==> config.mk <==
export PLATFORM = sky130hd
export DESIGN_NAME = branch_predictor
export DESIGN_NICKNAME = d
export VERILOG_FILES = /design/src/rtl/branch_predictor.sv
export SDC_FILE = /design/constraint.sdc
export NUM_CORES = 1
export LEC_CHECK = 0
export CORE_ASPECT_RATIO = 0.6
export CORE_MARGIN = 2
export CORE_UTILIZATION = 35
export DETAILED_ROUTE_END_ITERATION = 10
export PLACE_DENSITY = 0.49
export SLEW_MARGIN = 10
export SYNTH_ARGS = -nofsm -noshare
export SYNTH_HDL_FRONTEND = slang
export SYNTH_SLANG_ARGS = --single-unit
==> constraint.sdc <==
create_clock -name clk_i -period 10.12 [get_ports clk_i]
set_input_delay 2.024 -clock clk_i [delete_from_list [all_inputs] [get_ports clk_i]]
set_output_delay 2.024 -clock clk_i [all_outputs]
set_load 0.02 [all_outputs]
==> src/rtl/branch_predictor.sv <==
`default_nettype none
// ============================================================================
// Module   : branch_predictor
// Purpose  : Direct-mapped branch target buffer with 2-bit saturating
//            direction counters. Sits in the fetch stage ahead of the PC
//            register. It predicts the next PC from the current fetch PC,
//            detects mispredicts reported by decode, and trains its table.
//
// Ports    : clk_i                  clock
//            rst_i                  synchronous active-high reset
//            if_predict_pc_i        fetch PC to look up
//            if_predict_targetPc_o  predicted next PC (pc+4 on miss)
//            if_predict_taken_o     predicted taken
//            id_update_valid_i      decode holds a valid instruction
//            id_update_pc_i         PC of the decode instruction
//            id_is_branch_i         decode instruction is a branch/jump
//            id_actual_taken_i      resolved direction
//            id_actual_target_i     resolved target
//            id_pred_taken_i        prediction carried from fetch
//            id_pred_target_i       predicted target carried from fetch
//            if_predict_failed_o    mispredict, PC must redirect
//            id_update_targetPc_o   correct next PC for the decode instr
//
// Revision : 1.0  initial release
// ============================================================================
module branch_predictor #(
    parameter int RegW  = 32,
    parameter int IDX_W = 4
) (
    input  logic            clk_i,
    input  logic            rst_i,

    input  logic [RegW-1:0] if_predict_pc_i,
    output logic [RegW-1:0] if_predict_targetPc_o,
    output logic            if_predict_taken_o,

    input  logic            id_update_valid_i,
    input  logic [RegW-1:0] id_update_pc_i,
    input  logic            id_is_branch_i,
    input  logic            id_actual_taken_i,
    input  logic [RegW-1:0] id_actual_target_i,
    input  logic            id_pred_taken_i,
    input  logic [RegW-1:0] id_pred_target_i,
    output logic            if_predict_failed_o,
    output logic [RegW-1:0] id_update_targetPc_o
);

    localparam int c_ENTRIES = 2 ** IDX_W;
    localparam int c_TAG_W   = RegW - IDX_W - 2;
    localparam int c_TGT_W   = RegW - 2;

    localparam logic [c_TGT_W-1:0] c_WORD_ONE = {{(c_TGT_W-1){1'b0}}, 1'b1};
    localparam logic [1:0]         c_CTR_MAX  = 2'b11;
    localparam logic [1:0]         c_CTR_MIN  = 2'b00;
    localparam logic [1:0]         c_CTR_INIT = 2'b10;

    // ------------------------------------------------------------------
    // Table storage. Only the valid bits are reset; the payload is
    // meaningless while its valid bit is clear.
    // ------------------------------------------------------------------
    logic [c_ENTRIES-1:0] r_valid;
    logic [c_TAG_W-1:0]   r_tag    [c_ENTRIES];
    logic [c_TGT_W-1:0]   r_target [c_ENTRIES];
    logic [1:0]           r_ctr    [c_ENTRIES];

    // ------------------------------------------------------------------
    // Lookup
    // ------------------------------------------------------------------
    logic [IDX_W-1:0]   w_l_idx;
    logic [c_TAG_W-1:0] w_l_tag;
    logic               w_l_hit;
    logic [RegW-1:0]    w_l_pc_plus4;

    assign w_l_idx = if_predict_pc_i[IDX_W+1:2];
    assign w_l_tag = if_predict_pc_i[RegW-1:IDX_W+2];

    // Reset masks the hit so stale entries cannot predict during the
    // reset cycle itself (the valid bits only clear on the edge).
    assign w_l_hit = r_valid[w_l_idx] & (r_tag[w_l_idx] == w_l_tag) & ~rst_i;

    // Increment the word address only; the byte offset passes through.
    assign w_l_pc_plus4 = {if_predict_pc_i[RegW-1:2] + c_WORD_ONE, if_predict_pc_i[1:0]};

    assign if_predict_taken_o    = w_l_hit & r_ctr[w_l_idx][1];
    assign if_predict_targetPc_o = w_l_hit ? {r_target[w_l_idx], 2'b00} : w_l_pc_plus4;

    // ------------------------------------------------------------------
    // Mispredict detection
    // ------------------------------------------------------------------
    logic            w_u_taken;
    logic            w_dir_wrong;
    logic            w_tgt_wrong;
    logic [RegW-1:0] w_u_pc_plus4;

    // A non-branch always resolves as not taken, so a BTB alias that
    // predicted taken on it is caught by the direction compare.
    assign w_u_taken   = id_is_branch_i & id_actual_taken_i;
    assign w_dir_wrong = w_u_taken != id_pred_taken_i;
    assign w_tgt_wrong = w_u_taken & (id_pred_target_i != id_actual_target_i);

    assign w_u_pc_plus4 = {id_update_pc_i[RegW-1:2] + c_WORD_ONE, id_update_pc_i[1:0]};

    assign if_predict_failed_o  = id_update_valid_i & ~rst_i & (w_dir_wrong | w_tgt_wrong);
    assign id_update_targetPc_o = w_u_taken ? id_actual_target_i : w_u_pc_plus4;

    // ------------------------------------------------------------------
    // Training decode
    // ------------------------------------------------------------------
    logic [IDX_W-1:0]   w_u_idx;
    logic [c_TAG_W-1:0] w_u_tag;
    logic               w_u_hit;
    logic               w_train;
    logic               w_alloc;
    logic               w_inval;
    logic               w_ctr_inc;
    logic               w_ctr_dec;

    assign w_u_idx = id_update_pc_i[IDX_W+1:2];
    assign w_u_tag = id_update_pc_i[RegW-1:IDX_W+2];
    assign w_u_hit = r_valid[w_u_idx] & (r_tag[w_u_idx] == w_u_tag);
    assign w_train = id_update_valid_i & ~rst_i;

    always_comb begin
        w_alloc   = 1'b0;
        w_inval   = 1'b0;
        w_ctr_inc = 1'b0;
        w_ctr_dec = 1'b0;
        if (w_train) begin
            if (id_is_branch_i) begin
                if (w_u_hit) begin
                    w_ctr_inc = id_actual_taken_i;
                    w_ctr_dec = ~id_actual_taken_i;
                end else begin
                    // Not-taken misses are not allocated: a fresh entry
                    // would predict taken and be wrong immediately.
                    w_alloc = id_actual_taken_i;
                end
            end else begin
                w_inval = w_u_hit;
            end
        end
    end

    // ------------------------------------------------------------------
    // Table update. Writes land on the edge, so a same-cycle lookup of
    // the same index sees the old contents.
    // ------------------------------------------------------------------
    always_ff @(posedge clk_i) begin
        if (rst_i) begin
            r_valid <= '0;
        end else if (w_alloc) begin
            r_valid[w_u_idx] <= 1'b1;
        end else if (w_inval) begin
            r_valid[w_u_idx] <= 1'b0;
        end
    end

    always_ff @(posedge clk_i) begin
        if (w_alloc) begin
            r_tag[w_u_idx]    <= w_u_tag;
            r_target[w_u_idx] <= id_actual_target_i[RegW-1:2];
            r_ctr[w_u_idx]    <= c_CTR_INIT;
        end else if (w_ctr_inc) begin
            r_target[w_u_idx] <= id_actual_target_i[RegW-1:2];
            if (r_ctr[w_u_idx] != c_CTR_MAX) begin
                r_ctr[w_u_idx] <= r_ctr[w_u_idx] + 2'd1;
            end
        end else if (w_ctr_dec) begin
            if (r_ctr[w_u_idx] != c_CTR_MIN) begin
                r_ctr[w_u_idx] <= r_ctr[w_u_idx] - 2'd1;
            end
        end
    end

endmodule
`default_nettype wire

==> results of run 1 <==
-- sequential cells by signal (all words and copies together), names as in the netlist, named ones only --
register / flops
r_ctr: 32
r_tag: 416
r_target: 480
-- power groups by stage --
| stage | logic [mW] | clock network, mW | registers, mW |
|---|---|---|---|
| global placement | 0.802 | 0 | 4.39 |
| floorplan | 0.417 | 0 | 4.39 |
| detailed placement | 0.807 | 0 | 4.39 |
| finish | 0.813 | 3.42 | 4.31 |
| CTS | 0.810 | 3.48 | 4.31 |
| global route | 0.847 | 3.63 | 4.31 |
-- stage by stage --
| stage | area, sq um | worst slack (ns) | util | hold WS, ns | power, mW |
|---|---|---|---|---|---|
| after global placement | 47600 | 0.676 | 0.385 | 0.490 | 5.19 |
| after CTS | 50400 | 0.813 | 0.408 | 0.509 | 8.60 |
| final | 50400 | 0.547 | 0.408 | 0.505 | 8.54 |
| after global routing | 50400 | 0.538 | 0.408 | 0.521 | 8.78 |
| after detailed placement | 47600 | 0.819 | 0.385 | 0.499 | 5.20 |
| after floorplan | 43500 | 2.98 | - | 0.465 | 4.81 |
-- tightest hold or removal path, cell delays in order, from the launching register on --
cell	delay, ns
dfxtp_1	0.31
inv_1	0.06
o32ai_1	0.08
-- layer usage --
layer	track usage	vias to the layer above	part of all wire
met4	0.0713	8	0.031
met1	0.360	14200	0.44
met3	0.0622	248	0.096
met5	0	-	0.00028
li1	-	10400	-
met2	0.348	1407	0.43
-- logic make-up (layout without fill, tap and decap cells) --
group                      Yosys count  after routing  share of synthesized area
AOI/OAI and AO/OA                  237            237                     0.0399
xor gates and xnor gates           128            128                     0.0258
adders and majority gates            7              7                    0.00201
buffers and inverters              223            513                     0.0246
DFF                                944            944                      0.649
muxes                              513            513                      0.215
other                                0              7                          0
and+or+nand+nor                    361            361                     0.0438
-- layout make-up --
cell class              instances  area [sq um]
fillers                     11100         73200
flip-flops and latches        944         28200
multi-input cells            1246         14400
repair buffers                302          2790
clock buffers                 105          2350
well taps                    1632          2040
clock inverters                55           514
inverters                      51           193
diodes                          7          17.5
-- worst max path at each step --
stage,slack (ns),cells after the start,endpoint,startpoint
4_1_cts,0.81,10,if_predict_targetPc_o[22],if_predict_pc_i[5]
5_1_grt,0.54,11,if_predict_targetPc_o[21],if_predict_pc_i[5]
3_3_place_gp,0.68,11,if_predict_targetPc_o[26],if_predict_pc_i[5]
2_1_floorplan,2.98,9,if_predict_targetPc_o[10],if_predict_pc_i[2]
6_report,0.55,10,if_predict_targetPc_o[22],if_predict_pc_i[5]
3_5_place_dp,0.82,10,if_predict_targetPc_o[22],if_predict_pc_i[5]
-- layout by cell type (no fill, tap or decap), types with 36 or more instances in the layout --
master | synthesis | final
xnor2_1 | 63 | 63
nand3_1 | 56 | 56
nor2_1 | 65 | 49
mux4_2 | 334 | 334
a22oi_1 | 36 | 36
clkdlybuf4s50_1 | 0 | 192
mux2i_1 | 140 | 140
mux2_2 | 38 | 38
o21ai_0 | 62 | 62
xor2_1 | 65 | 65
buf_4 | 19 | 104
clkbuf_16 | 0 | 92
nand2_1 | 86 | 86
edfxtp_1 | 928 | 928
==> results_dict.tcl, run 1 <==
set metrics [dict create \
    setup_viol 0 \
    yosys.area.top_type "edfxtp_1" \
    rsz0062_at_grt "no" \
    critPathTopFamily "simple AND/OR/NAND/NOR gates" \
    die_h_um 277 \
    area_growth_syn_to_layout_pct 16.1 \
    crit_arrival_ns 7.55 \
    fin_crit_ns 9.57 \
    reg2reg_setup_slack_ns 5.22 \
    min_period_over_period 0.946 \
    grt_max_degree 76 \
    end_kind "output pin" \
    ios 200 \
    avgSynthCellArea_sq_um 18.0 \
    vias_per_cell 6.06 \
    cts_resized 0 \
    max-slew-margin-rel 0.0756 \
    cpMaxStageDelayCell "nor2b_1" \
    yosys_warnings 0 \
    power_switching_mw 2.05 \
    first_pass_iters 8 \
    drc 0 \
    overflow 0 \
    hold_buffers 0 \
    fmax_ghz 0.104 \
    drt-wirelength-per-cell_um 35.8 \
    ant_nets 0 \
    hp-class "register to register" \
    yosysUniqueCellTypes 75 \
    grt_pass1_wl_um 213000 \
    place_inst 4175 \
    clk_pin_slew_ns 0.06 \
    max-vdd-ir-drop_uv 115 \
    yosysSeqAreaShare 0.649 \
    path_max_fanout 32 \
    die-area_sq_um 127000 \
    fp.dieW_um 459 \
    worstPathCellList "clkdlybuf4s50_1, nor2b_1, a221oi_1, xnor2_1, nor3_1, nand4_1, nor3_4, buf_4, mux2_2, clkdlybuf4s50_1" \
    synth_edf_count 928 \
    core_area_sq_um 124000 \
    tightest_slew_ns 1.38 \
    hold-path-cell-count 2 \
    start_util 0.352 \
    total_leakage_power_nw 16.1 \
    cts_tree "built" \
    final_layout_size_suffix_gt1_frac 0.249 \
    port_buffers 199 \
    grt_use_total 0.242 \
    synth_nets 2554 \
    synth.most_common_cell "edfxtp_1" \
    setup_tns_ns 0 \
    drt_wl_total_um 156000 \
    drv_slew 0 \
    clock_latency_ns 0.71 \
    maxCapViolCount 0 \
    finClkSkew_ns 0.0259 \
    fin_nets 2777 \
    cts_buffer_depth 3 \
    num_vias 26300 \
    netlist_area_sq_um 43500 \
    p_seq_frac 0.505 \
    status "complete, no violations" \
    grt_pass1_vias 25700 \
    stdcell_count 4342 \
    path_buf_inv 3 \
    synth_top_cell_area_share 0.641 \
    antenna_found_initial 14 \
    r2r-start "r_tag[2][3]$_DFFE_PP_" \
    cp-start-kind "input pin" \
    synthTopCellsByCount "edfxtp_1, mux4_2, mux2i_1" \
    gp_congestion 0.961 \
    internal_power_mw 6.49 \
    htreeDepth 3 \
    reg2regPathDepth 9 \
    cts.sinks 944 \
    clk_root_buffer_cell "clkbuf_16" \
    cpPeakStageDelay_ns 1.25 \
    combPwrFrac 0.095 \
    ys.flop_type "edfxtp_1" \
    sw_frac_of_total 0.240 \
    dp_hpwl_um 101000 \
    critPathMostFrequentCell "clkdlybuf4s50_1" \
    syn_inst 2413 \
    ys_seq_elements 944 \
    clkPwrFrac 0.400 \
    required_ns 8.10 \
    finalHoldViolations 0 \
    r2r_end "r_tag[12][5]$_DFFE_PP_" \
    synthArstFlopShare 0 \
    powerDensity_nw_per_um2 169 \
    ys_top_cells_by_area "edfxtp_1, mux4_2, mux2i_1" \
    post_cts_buffers 0 \
    drt_iter0_drc 3575 \
    numCtsBuffers 91 \
    timing_worst_setup_path_type "input pin to output pin" \
    row_count 100 \
]
Power figures use the tool's default switching activity.
==> run 2, diff against run 1 <==
==> constraint.sdc (replaced) <==
create_clock -name clk_i -period 12.2 [get_ports clk_i]
set_input_delay 2.44 -clock clk_i [delete_from_list [all_inputs] [get_ports clk_i]]
set_output_delay 2.44 -clock clk_i [all_outputs]
set_load 0.01 [all_outputs]
==> run 2 against run 1 <==
Net effect:
- via count is 1.8% lower
- cell count is 0.30% lower
- global-route usage down 0.19 points
- clock skew is 0.0022 ns higher
==> results_dict.tcl, run 2 (same netlist as run 1, synthesis figures left out) <==
set metrics [dict create \
    dr_wl_met3_um 15100 \
    grt_max_degree 75 \
    first_pass_iters 6 \
    drv_slew 0 \
    utilization 0.407 \
    max-vdd-ir-drop_uv 118 \
    core_area_sq_um 124000 \
    p_seq_frac 0.506 \
    htreeDepth 3 \
    highest_layer "met5" \
    met1Wirelength_um 68900 \
    cts_resized 0 \
    timing_worst_setup_path_type "input pin to output pin" \
    overflow 0 \
    die_h_um 277 \
    min_period_over_period 0.820 \
    die-area_sq_um 127000 \
    cp-start-kind "input pin" \
    grt_pass1_vias 25500 \
    dp_hpwl_um 102000 \
    start_util 0.352 \
    hold-path-cell-count 2 \
    clk_root_buffer_cell "clkbuf_16" \
    internal_power_mw 5.39 \
    largest-register "r_target" \
    combPwrFrac 0.094 \
    vias_per_cell 5.97 \
    gp_congestion 0.967 \
    maxCapViolCount 0 \
    num_vias 25900 \
    cts.sinks 944 \
    drt-wirelength-per-cell_um 35.6 \
    port_buffers 199 \
    ios 200 \
    reg2regPathDepth 10 \
    power_switching_mw 1.68 \
    final_cell_mix "edfxtp_1, mux4_2, clkdlybuf4s50_1, mux2i_1" \
    final_common_cell "edfxtp_1" \
    largest_reg_flops 480 \
    fmax_ghz 0.0999 \
    r2r_end "r_tag[15][25]$_DFFE_PP_" \
    ant_nets 0 \
    drt_iter0_drc 3483 \
    fin_ws_ns 2.19 \
    cts_buffer_depth 3 \
    post_cts_buffers 0 \
    post-place-ws_ns 2.29 \
    placed_area_sq_um 47500 \
    crit_arrival_ns 7.57 \
    cts_tree "built" \
    path_max_fanout 47 \
    setup_viol 0 \
    setup_tns_ns 0 \
    drc 0 \
    max-slew-margin-rel 0.187 \
    drt_wl_total_um 154000 \
    hp-class "register to register" \
    row_count 100 \
    numCtsBuffers 91 \
    rsz0062_at_grt "no" \
    reg2reg_setup_slack_ns 6.63 \
    required_ns 9.76 \
    fp.dieW_um 459 \
    finalHoldViolations 0 \
    finalInstanceArea_sq_um 50400 \
    fin_nets 2765 \
    end_kind "output pin" \
    area_growth_syn_to_layout_pct 15.9 \
    total_power_mw 7.07 \
    top_regs "r_target: 480 flops, r_tag: 416 flops, r_ctr: 32 flops" \
    sw_frac_of_total 0.237 \
    grt_pass1_wl_um 211000 \
    r2r-start "r_tag[10][3]$_DFFE_PP_" \
    status "complete, no violations" \
    total_leakage_power_nw 16.0 \
    final_layout_size_suffix_gt1_frac 0.244 \
    wl_met2_um 66300 \
    clk_pin_slew_ns 0.07 \
    hold_buffers 0 \
    clock_latency_ns 0.71 \
    tightest_slew_ns 1.19 \
    antenna_found_initial 16 \
    grt_use_total 0.240 \
    clkPwrFrac 0.400 \
    finClkSkew_ns 0.0281 \
    powerDensity_nw_per_um2 140 \
    fin_crit_ns 10.01 \
]
## run 2: cell types whose count changed in the layout (fill, tap and decap cells not counted), sizes merged
cell	before	now
buf	109	97
diode	7	1
clkbuf	106	114
clkinvlp	6	3
bufinv	8	7
inv	53	54
## run 2: stage by stage
| step | hold slack (ns) | std cells |
|---|---|---|
| after detailed placement | 0.489 | 4163 |
| final | 0.505 | 4329 |
| after floorplan | 0.465 | 2413 |
| after global routing | 0.514 | 4328 |
| after global placement | 0.493 | 4163 |
| after CTS | 0.500 | 4328 |
## run 2: worst max-delay path by stage
stage / slack (ns) / cells after the start / to / start
2_1_floorplan: 4.26 / 9 / if_predict_targetPc_o[10] / if_predict_pc_i[2]
3_3_place_gp: 2.30 / 12 / if_predict_targetPc_o[23] / if_predict_pc_i[2]
3_5_place_dp: 2.29 / 12 / if_predict_targetPc_o[22] / if_predict_pc_i[2]
4_1_cts: 2.26 / 12 / if_predict_targetPc_o[22] / if_predict_pc_i[2]
5_1_grt: 1.98 / 12 / if_predict_targetPc_o[22] / if_predict_pc_i[2]
6_report: 2.19 / 12 / if_predict_targetPc_o[24] / if_predict_pc_i[2]
## run 2: area by class of cell
cell class                 instances  area (sq um)
inverter                          51           193
clock buffer                     113          2420
timing repair buffer             290          2690
fill                           11100         73300
clock inverter                    52           469
tap                             1632          2040
sequential                       944         28200
multi-input combinational       1246         14400
antenna                            1          2.50
## run 2: power by group through the flow
stage	Sequential (mW)	Combinational (mW)	Clock, mW
global route	3.57	0.695	2.99
global placement	3.64	0.656	0
CTS	3.57	0.662	2.88
detailed placement	3.64	0.659	0
floorplan	3.64	0.334	0
finish	3.57	0.663	2.83
## run 2: per-layer routing
| layer | track usage | up-vias |
|---|---|---|
| met3 | 0.0644 | 170 |
| met4 | 0.0581 | 2 |
| met1 | 0.362 | 13900 |
| met5 | 0 | - |
| met2 | 0.343 | 1314 |
| li1 | - | 10400 |
## run 2: critical path: stages
cell and delay (ns):
buf_8 0.43, buf_12 0.37, mux4_2 0.56, mux2i_1 0.51, o21ai_0 0.17, o32a_1 0.20, nor4_1 0.43, nand4_1 0.28
nor3_4 0.71, buf_4 0.44, mux2_2 0.38, clkdlybuf4s50_1 0.49
==> run 3, diff against run 2 <==
--- a/config.mk
+++ b/config.mk
@@ -9,7 +9,7 @@
 export CORE_MARGIN = 2
 export CORE_UTILIZATION = 35
 export DETAILED_ROUTE_END_ITERATION = 10
-export PLACE_DENSITY = 0.49
+export PLACE_DENSITY = 0.51
 export SLEW_MARGIN = 10
 export SYNTH_ARGS = -nofsm -noshare
 export SYNTH_HDL_FRONTEND = slang
==> constraint.sdc (replaced) <==
create_clock -name clk_i -period 8.23 [get_ports clk_i]
set_input_delay 1.646 -clock clk_i [delete_from_list [all_inputs] [get_ports clk_i]]
set_output_delay 1.646 -clock clk_i [all_outputs]
set_load 0.01 [all_outputs]
==> run 3 against run 2 <==
Net effect:
- worst hold slack got worse by 0.0084 ns
- sequential power increased by 48%
- critical path depth decreased by 1
- first-iteration DRC count increased by 12%
- clock-buffer cell count increased by 1
- critical endpoint unchanged
- register-to-register slack got worse by 3.0 ns
- die area unchanged
- cell area increased by 1.1%
- clock power increased by 57%
- clock skew increased by 0.0078 ns
- core utilization increased by 0.45 points
==> results_dict.tcl, run 3 (same netlist as run 1, synthesis figures left out) <==
set metrics [dict create \
    timing_worst_setup_path_type "input pin to output pin" \
    htreeDepth 3 \
    numCtsBuffers 91 \
    dp_hpwl_um 105000 \
    gp_congestion 0.935 \
    required_ns 6.58 \
    cts.sinks 944 \
    area_growth_syn_to_layout_pct 17.1 \
    r2r_end "r_ctr[3][1]$_DFFE_PP_" \
    placed_area_sq_um 47800 \
    final_layout_size_suffix_gt1_frac 0.257 \
    clock_latency_ns 0.71 \
    die-area_sq_um 127000 \
    cp-start-kind "input pin" \
    fillCellCount 11000 \
    cts_buffer_depth 3 \
    sw_frac_of_total 0.235 \
    final_common_cell "edfxtp_1" \
    crit_start "if_predict_pc_i[5]" \
    fmax_ghz 0.126 \
    maxCapViolCount 0 \
    start_util 0.352 \
    hold-path-cell-count 2 \
    antenna_found_initial 10 \
    largest_reg_flops 480 \
    fin_crit_ns 7.91 \
    powerDensity_nw_per_um2 211 \
    clk_root_buffer_cell "clkbuf_16" \
    drv_slew 0 \
    crit_arrival_ns 6.26 \
    cts_tree "built" \
    row_count 100 \
    hp-class "register to register" \
    combPwrFrac 0.093 \
    max-slew-margin-rel 0.183 \
    overflow 0 \
    grt_pass1_wl_um 214000 \
    setup_viol 0 \
    post_cts_buffers 0 \
    ant_nets 0 \
    max-vdd-ir-drop_uv 164 \
    r2r-start "r_tag[12][10]$_DFFE_PP_" \
    end_kind "output pin" \
    first_pass_iters 6 \
    grt_pass1_vias 25700 \
    n_antenna_cell 0 \
    status "complete, no violations" \
    grt_max_degree 69 \
    p_seq_frac 0.493 \
    drt_iter0_drc 3904 \
    clk_pin_slew_ns 0.06 \
    rsz0062_at_grt "no" \
    path_max_fanout 26 \
    internal_power_mw 8.22 \
    drt_wl_total_um 156000 \
    cts_resized 0 \
    top_regs "r_target: 480 flops, r_tag: 416 flops, r_ctr: 32 flops" \
    fin_nets 2796 \
    num_vias 26300 \
    fp.dieW_um 459 \
    finalInstanceArea_sq_um 50900 \
    hold_buffers 0 \
    die_h_um 277 \
    grt_use_total 0.243 \
    total_power_mw 10.8 \
    finalHoldViolations 0 \
    drt-wirelength-per-cell_um 35.6 \
    min_period_over_period 0.961 \
    stdcell_count 4363 \
    vias_per_cell 6.03 \
    drc 0 \
    core_area_sq_um 124000 \
    finClkSkew_ns 0.0359 \
    power_switching_mw 2.53 \
    reg2reg_setup_slack_ns 3.59 \
    reg2regPathDepth 9 \
    utilization 0.412 \
    hold_slack_ns 0.497 \
    cp-endpoint "if_predict_targetPc_o[24]" \
    largest-register "r_target" \
    clkPwrFrac 0.414 \
    place_inst 4194 \
    final_cell_mix "edfxtp_1, mux4_2, clkdlybuf4s50_1, mux2i_1, buf_4" \
    ios 200 \
    tightest_slew_ns 1.22 \
    total_leakage_power_nw 16.3 \
    port_buffers 199 \
]
[run 3: cell count changes in the layout (fill, tap and decap cells not counted), moves of 3 or more]
| cell | before | now |
|---|---|---|
| buf_4 | 93 | 117 |
| buf_12 | 1 | 8 |
| bufinv_16 | 7 | 12 |
| clkbuf_1 | 18 | 14 |
| clkbuf_8 | 3 | 6 |
| inv_6 | 5 | 2 |
[run 3: layout make-up]
type,count,area (sq um),area share
timing repair buffer,321,3010,0.0591
inverter,51,193,0.00378
clock inverter,55,617,0.0121
multi-input combinational,1246,14400,0.282
clock buffer,114,2500,0.0491
sequential,944,28200,0.554
tap,1632,2040,0.0401
[run 3: metrics by stage]
step | worst slack [ns] | TNS (ns)
floorplan | 1.88 | 0
global route | 0.174 | 0
CTS | 0.0199 | 0
global placement | -0.166 | -0.166
detailed placement | 0.0388 | 0
finish | 0.321 | 0
[run 3: power groups by stage]
stage | combinational [mW] | clock [mW] | sequential, mW
finish | 1.00 | 4.45 | 5.30
global route | 1.05 | 4.69 | 5.30
CTS | 0.997 | 4.52 | 5.30
detailed placement | 0.993 | 0 | 5.40
global placement | 0.986 | 0 | 5.40
floorplan | 0.495 | 0 | 5.40
[run 3: worst max-delay path: stages]
cell and delay [ns]:
clkdlybuf4s50_1 0.44, buf_4 0.25, nor2b_1 0.85, a22oi_1 0.42
and3_1 0.31, nor4_1 0.46, nand4_1 0.29, nor3_4 0.25
buf_4 0.35, mux2_2 0.46, clkdlybuf4s50_1 0.51
[run 3: worst min-delay path by stage]
stage | slack, ns | from | end
after CTS | 0.50 | register | register
after global placement | 0.48 | register | register
after detailed placement | 0.49 | register | register
after global routing | 0.52 | register | register
final | 0.50 | register | register
after floorplan | 0.46 | register | register
[run 3: layer usage]
layer / wire length, um / up-vias / global-route usage / share of wire
met5: 7 / - / 0 / 0.000045
met1: 70300 / 14200 / 0.377 / 0.45
met3: 15500 / 168 / 0.0605 / 0.10
met2: 66200 / 1513 / 0.340 / 0.43
met4: 3530 / 2 / 0.0558 / 0.023
li1: - / 10500 / - / -
